File: src/rtl/bus_arb_pkg.sv
// Shared types and helpers for the bus source arbiter and future one-hot decoders.
package bus_arb_pkg;

  localparam int BUS_W   = 16;
  localparam int MAX_SRC = 16;

  typedef logic [BUS_W-1:0] bus_word_t;

  // True when exactly one bit of v is set; callers zero-extend narrower vectors.
  function automatic logic is_onehot(input logic [MAX_SRC-1:0] v);
    return (v != '0) && ((v & (v - MAX_SRC'(1))) == '0);
  endfunction

endpackage

File: src/rtl/rr_arbiter.sv
// Round-robin arbiter: scans from rr_ptr upward with wrap, owns the rr_ptr register.
module rr_arbiter
  import bus_arb_pkg::*;
#(
  parameter int NUM_SRC = 4,
  parameter int SRC_W   = $clog2(NUM_SRC)
) (
  input  logic               clk,
  input  logic               rst_n,
  input  logic [NUM_SRC-1:0] eligible,
  input  logic               update,
  output logic [SRC_W-1:0]   winner,
  output logic [NUM_SRC-1:0] grant,
  output logic [SRC_W-1:0]   rr_ptr
);

  logic [SRC_W-1:0] rr_ptr_q, rr_ptr_d;
  logic [SRC_W:0]   scan_idx;
  logic             found;

  // First eligible index at or after rr_ptr, wrapping inside 0..NUM_SRC-1.
  always_comb begin
    winner   = '0;
    grant    = '0;
    found    = 1'b0;
    scan_idx = '0;
    for (int off = 0; off < NUM_SRC; off++) begin
      scan_idx = {1'b0, rr_ptr_q} + (SRC_W+1)'(off);
      if (scan_idx >= (SRC_W+1)'(NUM_SRC)) begin
        scan_idx = scan_idx - (SRC_W+1)'(NUM_SRC);
      end
      if (!found && eligible[scan_idx[SRC_W-1:0]]) begin
        found                        = 1'b1;
        winner                       = scan_idx[SRC_W-1:0];
        grant[scan_idx[SRC_W-1:0]]   = 1'b1;
      end
    end
  end

  // Pointer moves past the winner; explicit wrap keeps it below NUM_SRC for any size.
  always_comb begin
    rr_ptr_d = rr_ptr_q;
    if (update && found) begin
      rr_ptr_d = (winner == SRC_W'(NUM_SRC-1)) ? '0 : winner + SRC_W'(1);
    end
  end

  // Pointer register.
  always_ff @(posedge clk or negedge rst_n) begin
    if (!rst_n) begin
      rr_ptr_q <= '0;
    end else begin
      rr_ptr_q <= rr_ptr_d;
    end
  end

  assign rr_ptr = rr_ptr_q;

endmodule

File: src/rtl/bus_arb_mux.sv
// Arbitrated source mux: round-robin or forced selection onto one registered
// output word with a valid/ready handshake and illegal-select flagging.
module bus_arb_mux
  import bus_arb_pkg::*;
#(
  parameter int WIDTH   = BUS_W,
  parameter int NUM_SRC = 4,
  parameter int SRC_W   = $clog2(NUM_SRC)
) (
  input  logic                       clk,
  input  logic                       rst_n,
  input  logic [NUM_SRC-1:0]         src_req,
  input  logic [NUM_SRC*WIDTH-1:0]   src_data,
  output logic [NUM_SRC-1:0]         src_ack,
  input  logic                       force_en,
  input  logic [NUM_SRC-1:0]         force_sel,
  output logic                       out_valid,
  input  logic                       out_ready,
  output logic [WIDTH-1:0]           out_data,
  output logic [SRC_W-1:0]           out_src,
  output logic                       sel_err
);

  logic [WIDTH-1:0]   src_word [NUM_SRC];
  logic [NUM_SRC-1:0] eligible;
  logic [NUM_SRC-1:0] grant;
  logic [SRC_W-1:0]   winner;
  logic [SRC_W-1:0]   rr_ptr;
  logic               force_legal;
  logic               load;
  logic               grant_fire;
  logic               rr_update;

  logic               out_valid_q, out_valid_d;
  logic [WIDTH-1:0]   out_data_q,  out_data_d;
  logic [SRC_W-1:0]   out_src_q,   out_src_d;
  logic               sel_err_q,   sel_err_d;

  for (genvar i = 0; i < NUM_SRC; i++) begin : g_unpack
    assign src_word[i] = src_data[i*WIDTH +: WIDTH];
  end

  // Eligibility masking and handshake; no acks are issued while reset is held.
  always_comb begin
    force_legal = is_onehot(MAX_SRC'(force_sel));
    eligible    = src_req;
    if (force_en) begin
      eligible = force_legal ? (src_req & force_sel) : '0;
    end
    load       = !out_valid_q || out_ready;
    grant_fire = load && rst_n && (eligible != '0);
    rr_update  = grant_fire && !force_en;
    src_ack    = grant_fire ? grant : '0;
  end

  rr_arbiter #(
    .NUM_SRC (NUM_SRC),
    .SRC_W   (SRC_W)
  ) u_rr_arbiter (
    .clk      (clk),
    .rst_n    (rst_n),
    .eligible (eligible),
    .update   (rr_update),
    .winner   (winner),
    .grant    (grant),
    .rr_ptr   (rr_ptr)
  );

  // Output register next state: load on grant, drain valid on empty load, hold on stall.
  always_comb begin
    out_valid_d = out_valid_q;
    out_data_d  = out_data_q;
    out_src_d   = out_src_q;
    if (load) begin
      out_valid_d = grant_fire;
      if (grant_fire) begin
        out_data_d = src_word[winner];
        out_src_d  = winner;
      end
    end
    sel_err_d = force_en && !force_legal;
  end

  // Output and error flops.
  always_ff @(posedge clk or negedge rst_n) begin
    if (!rst_n) begin
      out_valid_q <= 1'b0;
      out_data_q  <= '0;
      out_src_q   <= '0;
      sel_err_q   <= 1'b0;
    end else begin
      out_valid_q <= out_valid_d;
      out_data_q  <= out_data_d;
      out_src_q   <= out_src_d;
      sel_err_q   <= sel_err_d;
    end
  end

  assign out_valid = out_valid_q;
  assign out_data  = out_data_q;
  assign out_src   = out_src_q;
  assign sel_err   = sel_err_q;

endmodule

File: config.mk
export PLATFORM = sky130hd
export DESIGN_NAME = bus_arb_mux
export DESIGN_NICKNAME = d
export VERILOG_FILES = /design/src/rtl/bus_arb_pkg.sv /design/src/rtl/rr_arbiter.sv /design/src/rtl/bus_arb_mux.sv
export SDC_FILE = /design/constraint.sdc
export NUM_CORES = 1
export LEC_CHECK = 0
export BUFFER_PORTS_ARGS = -buffer_cell sky130_fd_sc_hd__buf_4
export CAP_MARGIN = 20
export CORE_MARGIN = 4
export CORE_UTILIZATION = 51
export CTS_CLUSTER_SIZE = 8
export DETAILED_ROUTE_END_ITERATION = 16
export MAX_ROUTING_LAYER = met4
export PLACE_DENSITY = 0.93
export SLEW_MARGIN = 20
export SYNTH_ARGS = -nofsm -noshare
export SYNTH_HDL_FRONTEND = slang
export SYNTH_SLANG_ARGS = --single-unit
File: constraint.sdc
create_clock -name clk -period 4.5 [get_ports clk]
set_input_delay 0 -clock clk [delete_from_list [all_inputs] [get_ports clk]]
set_output_delay 0 -clock clk [all_outputs]
set_load 0.01 [all_outputs]
## Yosys cells after proc, flatten, opt, wreduce, memory -nomap -nowiden

Cells that the tools add are included.

| word-level totals | value |
|---|---|
| output and inout bits | 24 |
| flip-flop bits (word level) | 22 |
| memory bits (writable) | 0 |
| latch bits | 0 |
| memories | 0 |
| bits in read-only memories | 0 |
| logic and storage cells | 97 |

| operators by class | value |
|---|---|
| div/mod/pow operators | 0 |
| order comparisons | 13 |
| $add $sub $neg | 9 |
| eq/ne operators | 1 |
| shifts and indexed selects | 0 |
| mux-type cells | 39 |
| reduce and logical (&&, ||, !) cells | 24 |
| $mul | 0 |
| bitwise operators | 6 |

Operators by type and width:

| operator | number |
|---|---|
| $bmux 16 s2 | 1 |
| $mux 16 | 2 |
| $mux 4 | 7 |
| $mux 2 | 9 |
| $and 4x16->16 | 1 |
| $logic_not 16->1 | 1 |
| $logic_and 1x1->1 | 13 |
| $ge 3x3->1 const B | 4 |
| $lt 2x3->1 const B | 4 |
| $mux 1 | 12 |
| $or 4x4->4 | 3 |
| $bmux 1 s2 | 4 |
| $demux 1 s2 | 4 |
| $ge 2x1->1 const B | 4 |
| $reduce_bool 4->1 | 2 |
| $sub 2x1->2 const B | 4 |
| $add 2x2->3 const B | 2 |
| $logic_not 1->1 | 6 |
| $sub 4x1->5 const B | 1 |
| $and 4x4->4 | 1 |
| $add 2x1->3 const B | 1 |
| $ge 2x3->1 const B | 1 |
| $not 2->3 | 1 |
| $add 2x1->2 const B | 1 |
| other kinds (3) | 3 |

## Longest topological paths before layout

Gate-level depths: netlist of run 1.

| depth | value |
|---|---|
| depth in word-level cells | 22 |
| gate-level depth with buffers | 13 |

## Cells and area by module

A second synthesis of run 1 with hierarchy kept.

| unflattened totals | value |
|---|---|
| cell total of the unflattened synthesis | 137 |
| area total of the unflattened synthesis | 1,803.0 µm² |

By module, submodules not included:

| module | area each (µm²) | cells an instance | instances |
|---|---|---|---|
| bus_arb_mux | 1,277.5 | 82 | 1 |
| rr_arbiter | 525.5 | 55 | 1 |

## Least setup slack after synthesis of run 1

OpenSTA, ideal clock, no wires.

| path | value |
|---|---|
| path kind | register -> register |
| start point | register u_rr_arbiter.rr_ptr_q[1] (netlist: u_rr_arbiter.rr_ptr[1]) |
| end point | register u_rr_arbiter.rr_ptr_q[0] (netlist: u_rr_arbiter.rr_ptr[0]) |
| stages on the path, launching flop included | 12 |
| data required time | 4.424 ns |
| arrival | 2.859 ns |
| clock period less this slack | 2.935 ns |
| path slack | 1.565 ns |
| cell sequence | dfrtp_1 -> clkbuf_1 -> inv_1 -> ha_1 -> clkbuf_1 -> o311ai_0 -> a21oi_2 -> buf_6 -> buf_8 -> ha_1 -> or4_1 -> o21ai_1 |

| on the way | value |
|---|---|
| longest elaborated chain between the ends | 16 |
| elaborated cells between the ends (all ways) | 41 |

Ends and longest elaborated chain:

| element | RTL line | source |
|---|---|---|
| start, declared | rr_arbiter.sv:17 | `logic [SRC_W-1:0] rr_ptr_q, rr_ptr_d;` |
| start signal, assigned | rr_arbiter.sv:53 | `rr_ptr_q <= rr_ptr_d;` |
| parallel branches: the longest is 13 deep, another holds $add 2x1->3 | n/a |  |
| $mux 2 * | rr_arbiter.sv:32 | `if (!found && eligible[scan_idx[SRC_W-1:0]]) begin` |
| via u_rr_arbiter.winner[0] | rr_arbiter.sv:12 | `output logic [SRC_W-1:0] winner,` |
| $add 2x1->2 / $eq 2x2->1 (equally long branches) | rr_arbiter.sv:44 | `rr_ptr_d = (winner == SRC_W'(NUM_SRC-1)) ? '0 : winner + SRC_W'(1);` |
| $mux 2 * | rr_arbiter.sv:44 |  |

Mark *: on every way through the listed nets, which the timed path passes. The select of a mux whose other input is x is not followed.
A chain may end at the register's enable or synchronous reset.

## Worst setup path in the final report of run 1

| path | value |
|---|---|
| start point | register u_rr_arbiter.rr_ptr_q[0] (netlist: u_rr_arbiter.rr_ptr[0]) |
| end point | register out_data_q[4] (netlist: out_data[4]) |

| on the way | value |
|---|---|
| longest elaborated chain between the ends | 18 |
| elaborated cells between the ends (all ways) | 40 |

Ends and longest elaborated chain:

| element | RTL line | source |
|---|---|---|
| parallel branches: the longest is 13 deep, another holds $add 2x1->3 | n/a |  |
| $mux 2 * | rr_arbiter.sv:32 |  |
| $not 2->3 (implied by the code) * | bus_arb_mux.sv:77 | `out_data_d = src_word[winner];` |
| $bmux 16 s2 * | bus_arb_mux.sv:77 |  |
| $mux 16 (implied by the code) * (2 in series) | bus_arb_mux.sv:77 |  |
| end signal, assigned | bus_arb_mux.sv:93 | `out_data_q <= out_data_d;` |
| end, declared | bus_arb_mux.sv:35 | `logic [WIDTH-1:0] out_data_q, out_data_d;` |

Mark *: on every way between the ends. The select of a mux whose other input is x is not followed.

==> results_dict.tcl, run 1 <==
set metrics [dict create \
    port_buffers 99 \
    synthMuxAreaShare 0.206 \
    gp_congestion 0.964 \
    synth_cell_types 46 \
    p_leak_nw 1.33 \
    drive_gt1_frac 0.459 \
    dr.pass1.iters 4 \
    ys_seq_area_frac 0.266 \
    ant_nets 0 \
    wl_per_cell_um 18.1 \
    tightest_slew_ps 982 \
    clk_transition_reported_paths_ps 80 \
    drtIter0Drc 99 \
    dieWidth_um 71.7 \
    synthFlopType "dfrtp_1" \
    final-hold-violation-count 0 \
    ys_ff_latch 22 \
    cts_repair_resize_count 0 \
    clock_latency_ps 270 \
    path_class "register to register" \
    critPathMaxFanout 23 \
    synthXorXnorAreaFrac 0.00423 \
    netlist_area_sq_mm 0.00207 \
    hpwl_um 4800 \
    ys_top_cells_by_area "dfrtp_1 27%, mux2i_1 18%, o221ai_2 12%" \
    diodes 0 \
    drv_cap 0 \
    slew_viol_final 0 \
    avgSynthCellArea_sq_um 10.3 \
    start_util 0.545 \
    die_y_um 71.7 \
    place_ws_ps 1080 \
    worstSetupEndpointType "register" \
    yosys_warnings 0 \
    worstSetupStartpointType "register" \
    cts_tree "done" \
    nNetsFinal 380 \
    globalRouteTotalUtil 0.244 \
    io_pins 100 \
    htreeDepth 1 \
    synth_fp_nets 286 \
    row_count 22 \
    power_density_mw_per_mm2 543 \
    synth_cells 201 \
    grt_pass1_wl_um 9900 \
    netlist.area_leader.share 0.266 \
    clock_path_buffers 2 \
    yosysMostFrequentCell "mux2i_1" \
    fin_crit_sh 0.769 \
    routed_wl_um 6190 \
    synth_compound_area_frac 0.267 \
    worst_slack_ps 1040 \
    multi_input_area_sq_mm 0.00140 \
    tns_ps 0 \
    fmax_ghz 0.289 \
    syn_to_final_growth_pct 37.9 \
    synth_largest_area_cell "dfrtp_1" \
    post-route-util 0.752 \
    synthTopCellsByCount "37 x mux2i_1, 26 x nand2_1, 22 x dfrtp_1" \
    grt-ovfl-total 0 \
    rsz0062_at_grt "no" \
    crit_arrival_ps 3590 \
    regArea_sq_um 551 \
    cts.sinks 22 \
    drcViolationCount 0 \
    ir_worst_vdd_mv 0.296 \
    setup_viol 0 \
    die-area_sq_mm 0.00514 \
    status "completed" \
    grt_pass1_vias 2021 \
    coreArea_sq_mm 0.00380 \
    synth_top_family_by_area "compound AO/OA/AOI/OAI gates" \
    synthArstFlopShare 1.00 \
    synthAdderAreaFrac 0.0544 \
    cts_setup_buffers 0 \
    grt_max_degree 25 \
    numCtsBuffers 3 \
    routed_via_density 5.93 \
    slew_headroom 0.346 \
    num-fill-cells 281 \
    synth_edf_count 0 \
    root_buffer "clkbuf_8" \
    fin_worst_skew_ps 3.97 \
    fin_crit_ps 3460 \
    antenna_found_initial 0 \
    synthSimpleGateAreaFrac 0.138 \
    num_vias 2029 \
    cp.required_ps 4630 \
    hold_buffers 1 \
    min_path_type "input port to register" \
]
==> routing by layer <==
layer	global-route usage	part of all wire	routed length, um
met3	0.0365	0.053	326
met2	0.407	0.52	3200
met5	-	0	0
met4	0.0605	0.018	110
met1	0.308	0.41	2550
==> cells by family after synthesis <==
family | count (synthesis)
compound gates | 60
xor+xnor | 1
buf+inv | 17
flops | 22
simple gates | 52
fa+ha+maj | 9
mux | 40
==> area by class of cell <==
cell class | count | share of cell area
Multi-Input combinational cell | 162 | 0.488
Timing Repair Buffer | 102 | 0.273
Sequential cell | 22 | 0.193
Tap cell | 48 | 0.0210
Clock buffer | 4 | 0.0193
Inverter | 4 | 0.00526
==> final timing paths <==
kind | start | end | slack, ps | depth (start not counted)
max | u_rr_arbiter.rr_ptr[0] | out_data[4] | 1040 | 10
min | force_sel[2] | sel_err | 20 | 2
min reg2reg | out_src[0] | out_src[0] | 500 | 2
max in group asynchronous | rst_n | out_data[3] | 4080 | 2
min in group asynchronous | rst_n | out_data[0] | 170 | 2
max reg2reg | u_rr_arbiter.rr_ptr[0] | out_data[4] | 1040 | 10
==> report_power, final <==
group	total, mW	switching [mW]	internal [mW]
logic	1.03	0.529	0.505
registers	0.372	0.0880	0.284
clock network	0.145	0.0671	0.0781
==> cells in the final DEF (no fill, tap or decap), types with 2 or more instances in the layout <==
cell | Yosys | layout
ha_1 | 9 | 9
o221ai_2 | 16 | 16
dfrtp_1 | 22 | 22
nor4_1 | 2 | 2
a21oi_1 | 9 | 9
a22o_1 | 4 | 4
o21a_1 | 2 | 2
mux4_2 | 2 | 2
o31ai_1 | 2 | 2
o211ai_1 | 2 | 2
nor4b_2 | 2 | 2
a21boi_2 | 2 | 2
inv_2 | 2 | 2
clkbuf_8 | 0 | 4
buf_4 | 1 | 100
nor3_1 | 4 | 4
o21ai_0 | 9 | 9
nor4b_1 | 2 | 2
or4_1 | 2 | 2
nor2_1 | 2 | 2
nand3_1 | 3 | 3
mux2i_1 | 37 | 37
nand2b_1 | 4 | 4
nand2_1 | 26 | 26
o21ai_1 | 4 | 4
or4b_4 | 2 | 2
inv_1 | 2 | 2
==> flip-flops by register name, summed over array words and instances, names as in the netlist <==
| register | cells |
|---|---|
| out_valid | 1 |
| out_data | 16 |
| out_src | 2 |
| u_rr_arbiter.rr_ptr | 2 |
| sel_err | 1 |
==> through the flow <==
stage | area [sq um] | cells | total power, mW | hold WS, ps
after CTS | 2860 | 342 | 1.55 | 26.3
after floorplan | 2070 | 201 | 1.15 | -296
after detailed placement | 2790 | 337 | 1.41 | -91.0
final | 2860 | 342 | 1.55 | 24.7
after global routing | 2860 | 342 | 1.66 | 38.5
after global placement | 2790 | 337 | 1.37 | -89.8
==> critical path, stage by stage, from the launching register on <==
cell      delay [ps]
dfrtp_1          690
inv_2            200
ha_1             490
nand2b_1         210
a21oi_1          170
a211oi_1          80
a211o_1          340
a21oi_4          450
buf_12           260
mux2i_1          280
o221ai_2         120
Power figures use the tool's default switching activity.
==> inputs of run 2 (changes only) <==
--- a/config.mk
+++ b/config.mk
@@ -5,14 +5,15 @@
 export SDC_FILE = /design/constraint.sdc
 export NUM_CORES = 1
 export LEC_CHECK = 0
+export ABC_AREA = 1
 export BUFFER_PORTS_ARGS = -buffer_cell sky130_fd_sc_hd__buf_4
 export CAP_MARGIN = 20
 export CORE_MARGIN = 4
-export CORE_UTILIZATION = 51
+export CORE_UTILIZATION = 49
 export CTS_CLUSTER_SIZE = 8
 export DETAILED_ROUTE_END_ITERATION = 16
 export MAX_ROUTING_LAYER = met4
-export PLACE_DENSITY = 0.93
+export PLACE_DENSITY = 0.88
 export SLEW_MARGIN = 20
 export SYNTH_ARGS = -nofsm -noshare
 export SYNTH_HDL_FRONTEND = slang
==> constraint.sdc (replaced) <==
create_clock -name clk -period 3.58 [get_ports clk]
set_input_delay 0 -clock clk [delete_from_list [all_inputs] [get_ports clk]]
set_output_delay 0 -clock clk [all_outputs]
set_load 0.01 [all_outputs]
==> run 2 against run 1 <==
  * Total power is 73% higher
  * Combinational power is 100% higher
  * Clock-buffer cell count is 1 lower
  * Cell count is 54% higher
  * Synthesized cell count is 92% higher
  * Utilization is 5.6 points lower
  * Worst setup slack worse by 430 ps
  * Non-clock buffer count is 1 higher
  * First-iteration DRC count is 55% higher
  * Routed wire length is 12% higher
  * Critical path type unchanged
  * Largest cell class unchanged
  * Largest power group unchanged
  * Highest routed layer unchanged
==> results_dict.tcl, run 2 <==
set metrics [dict create \
    io_pins 100 \
    cts.sinks 22 \
    port_buffers 99 \
    setup_viol 0 \
    fin_crit_ps 2970 \
    tns_ps 0 \
    synthFlopType "dfrtp_1" \
    grt_pass1_wl_um 11400 \
    ant_nets 0 \
    multi_input_area_sq_mm 0.00137 \
    fin_crit_sh 0.829 \
    synthArstFlopShare 1.00 \
    grt_pass1_vias 2541 \
    nNetsFinal 563 \
    rsz0062_at_grt "no" \
    netlist.area_leader.share 0.236 \
    clock_path_buffers 2 \
    drtIter0Drc 153 \
    start_util 0.522 \
    fmax_ghz 0.337 \
    ys_ff_latch 22 \
    cp-startpoint "u_rr_arbiter.rr_ptr[0]" \
    clock_latency_ps 260 \
    synth_cell_types 28 \
    routed_via_density 5.11 \
    regArea_sq_um 551 \
    worstSetupEndpointType "register" \
    power_density_mw_per_mm2 861 \
    final_common_cell "nand2_1" \
    dr.pass1.iters 4 \
    root_buffer "clkbuf_8" \
    htreeDepth 1 \
    finalNonFillerCells 528 \
    antenna_found_initial 0 \
    row_count 24 \
    hpwl_um 5440 \
    ir_worst_vdd_mv 0.466 \
    final_cell_mix "130 x nand2_1, 101 x buf_4, 78 x inv_1" \
    yosysMostFrequentCell "nand2_1" \
    slew_viol_final 0 \
    coreArea_sq_mm 0.00447 \
    worstSetupStartpointType "register" \
    drcViolationCount 0 \
    hp-start "force_en" \
    diodes 0 \
    die_y_um 77.0 \
    cp.required_ps 3710 \
    cts_tree "done" \
    fin_worst_skew_ps 2.49 \
    numCtsBuffers 3 \
    yosys_warnings 0 \
    synth_fp_nets 470 \
    final-hold-violation-count 0 \
    routed_wl_um 6920 \
    p_leak_nw 1.93 \
    grt-ovfl-total 0 \
    synth_edf_count 0 \
    netlist_area_sq_mm 0.00233 \
    status "completed" \
    largest_reg_flops 16 \
    ys_top_cells_by_area "dfrtp_1 24%, nand2_1 21%, nand3_1 17%" \
    globalRouteTotalUtil 0.235 \
    tightest_slew_ps 496 \
    synth_largest_area_cell "dfrtp_1" \
    gp_congestion 0.896 \
    grt_max_degree 36 \
    dp.cells 523 \
    drv_cap 0 \
    syn_to_final_growth_pct 33.4 \
    crit_arrival_ps 3100 \
    slew_headroom 0.667 \
    avgSynthCellArea_sq_um 6.06 \
    path_class "register to register" \
    hold_ws_ps 87.9 \
    synthTopCellsByCount "130 x nand2_1, 78 x inv_1, 77 x nand3_1" \
    critPathMaxFanout 35 \
    synth_cells 385 \
    num-fill-cells 410 \
    dieWidth_um 77.0 \
    min_path_type "input port to register" \
    die-area_sq_mm 0.00593 \
    num_vias 2698 \
    r2r-start "u_rr_arbiter.rr_ptr[0]" \
    clk_transition_reported_paths_ps 80 \
    drive_gt1_frac 0.273 \
    ys_seq_area_frac 0.236 \
    wl_per_cell_um 13.1 \
]
-- run 2: power breakdown --
part / leakage (nW) / total (mW) / switching, mW / internal (mW)
combinational: 1.63 / 2.08 / 1.32 / 0.751
sequential: 0.272 / 0.452 / 0.0905 / 0.361
clock: 0.0216 / 0.154 / 0.0794 / 0.0750
total: 1.93 / 2.68 / 1.49 / 1.19
-- run 2: worst paths after layout --
check                                    endpoint  slack, ps  depth (start not counted)
setup / recovery           u_rr_arbiter.rr_ptr[1]        610                         12
hold / removal                            sel_err         90                          3
setup reg to reg           u_rr_arbiter.rr_ptr[1]        610                         12
hold reg to reg                       out_data[1]        480                          2
max in group asynchronous            out_data[13]       3160                          2
min in group asynchronous             out_data[4]        180                          2
-- run 2: worst max-delay path, cell delays in order (launching register included) --
cell     delay (ps)
dfrtp_1         580
inv_2           180
ha_1            390
inv_1            90
nand3_1         120
nand2_4         140
inv_2            80
nand2_2          80
nand3_4         310
nand2_4         440
ha_1            300
nand2_1          60
o21ai_0          70
-- run 2: repair_timing --
action,in CTS,in global routing
hold endpoints to repair,23,0
buffers inserted,0,0
hold buffers,2,0
gates resized for setup,0,0
-- run 2: final cells by class --
class	count	share of cell area
Inverter	82	0.0996
Timing Repair Buffer	103	0.250
Tap cell	52	0.0209
Sequential cell	22	0.177
Clock buffer	3	0.0133
Multi-Input combinational cell	266	0.440
-- run 2: logic make-up (layout without fill, tap and decap cells) --
family | count (synthesis) | in the layout | synth area share
buffers and inverters | 97 | 188 | 0.178
adders and majority gates | 9 | 9 | 0.0482
and+or+nand+nor | 240 | 240 | 0.494
AOI/OAI and AO/OA | 17 | 17 | 0.0445
DFF | 22 | 22 | 0.236
-- run 2: per-stage QoR --
stage / setup slack, ps / total power, mW / utilization / instance area [sq um]
after floorplan: 1100 / 2.10 / - / 2330
after global placement: 727 / 2.44 / 0.682 / 3050
after detailed placement: 647 / 2.51 / 0.682 / 3050
after CTS: 636 / 2.67 / 0.696 / 3110
after global routing: 370 / 2.97 / 0.696 / 3110
final: 614 / 2.68 / 0.696 / 3110
-- run 2: metal layers --
layer | GRT usage | routed length [um] | vias up
li1 | - | - | 1371
met1 | 0.301 | 2920 | 1215
met2 | 0.408 | 3430 | 106
met3 | 0.0234 | 494 | 6
met4 | 0.0409 | 79 | 0
met5 | - | 0 | -
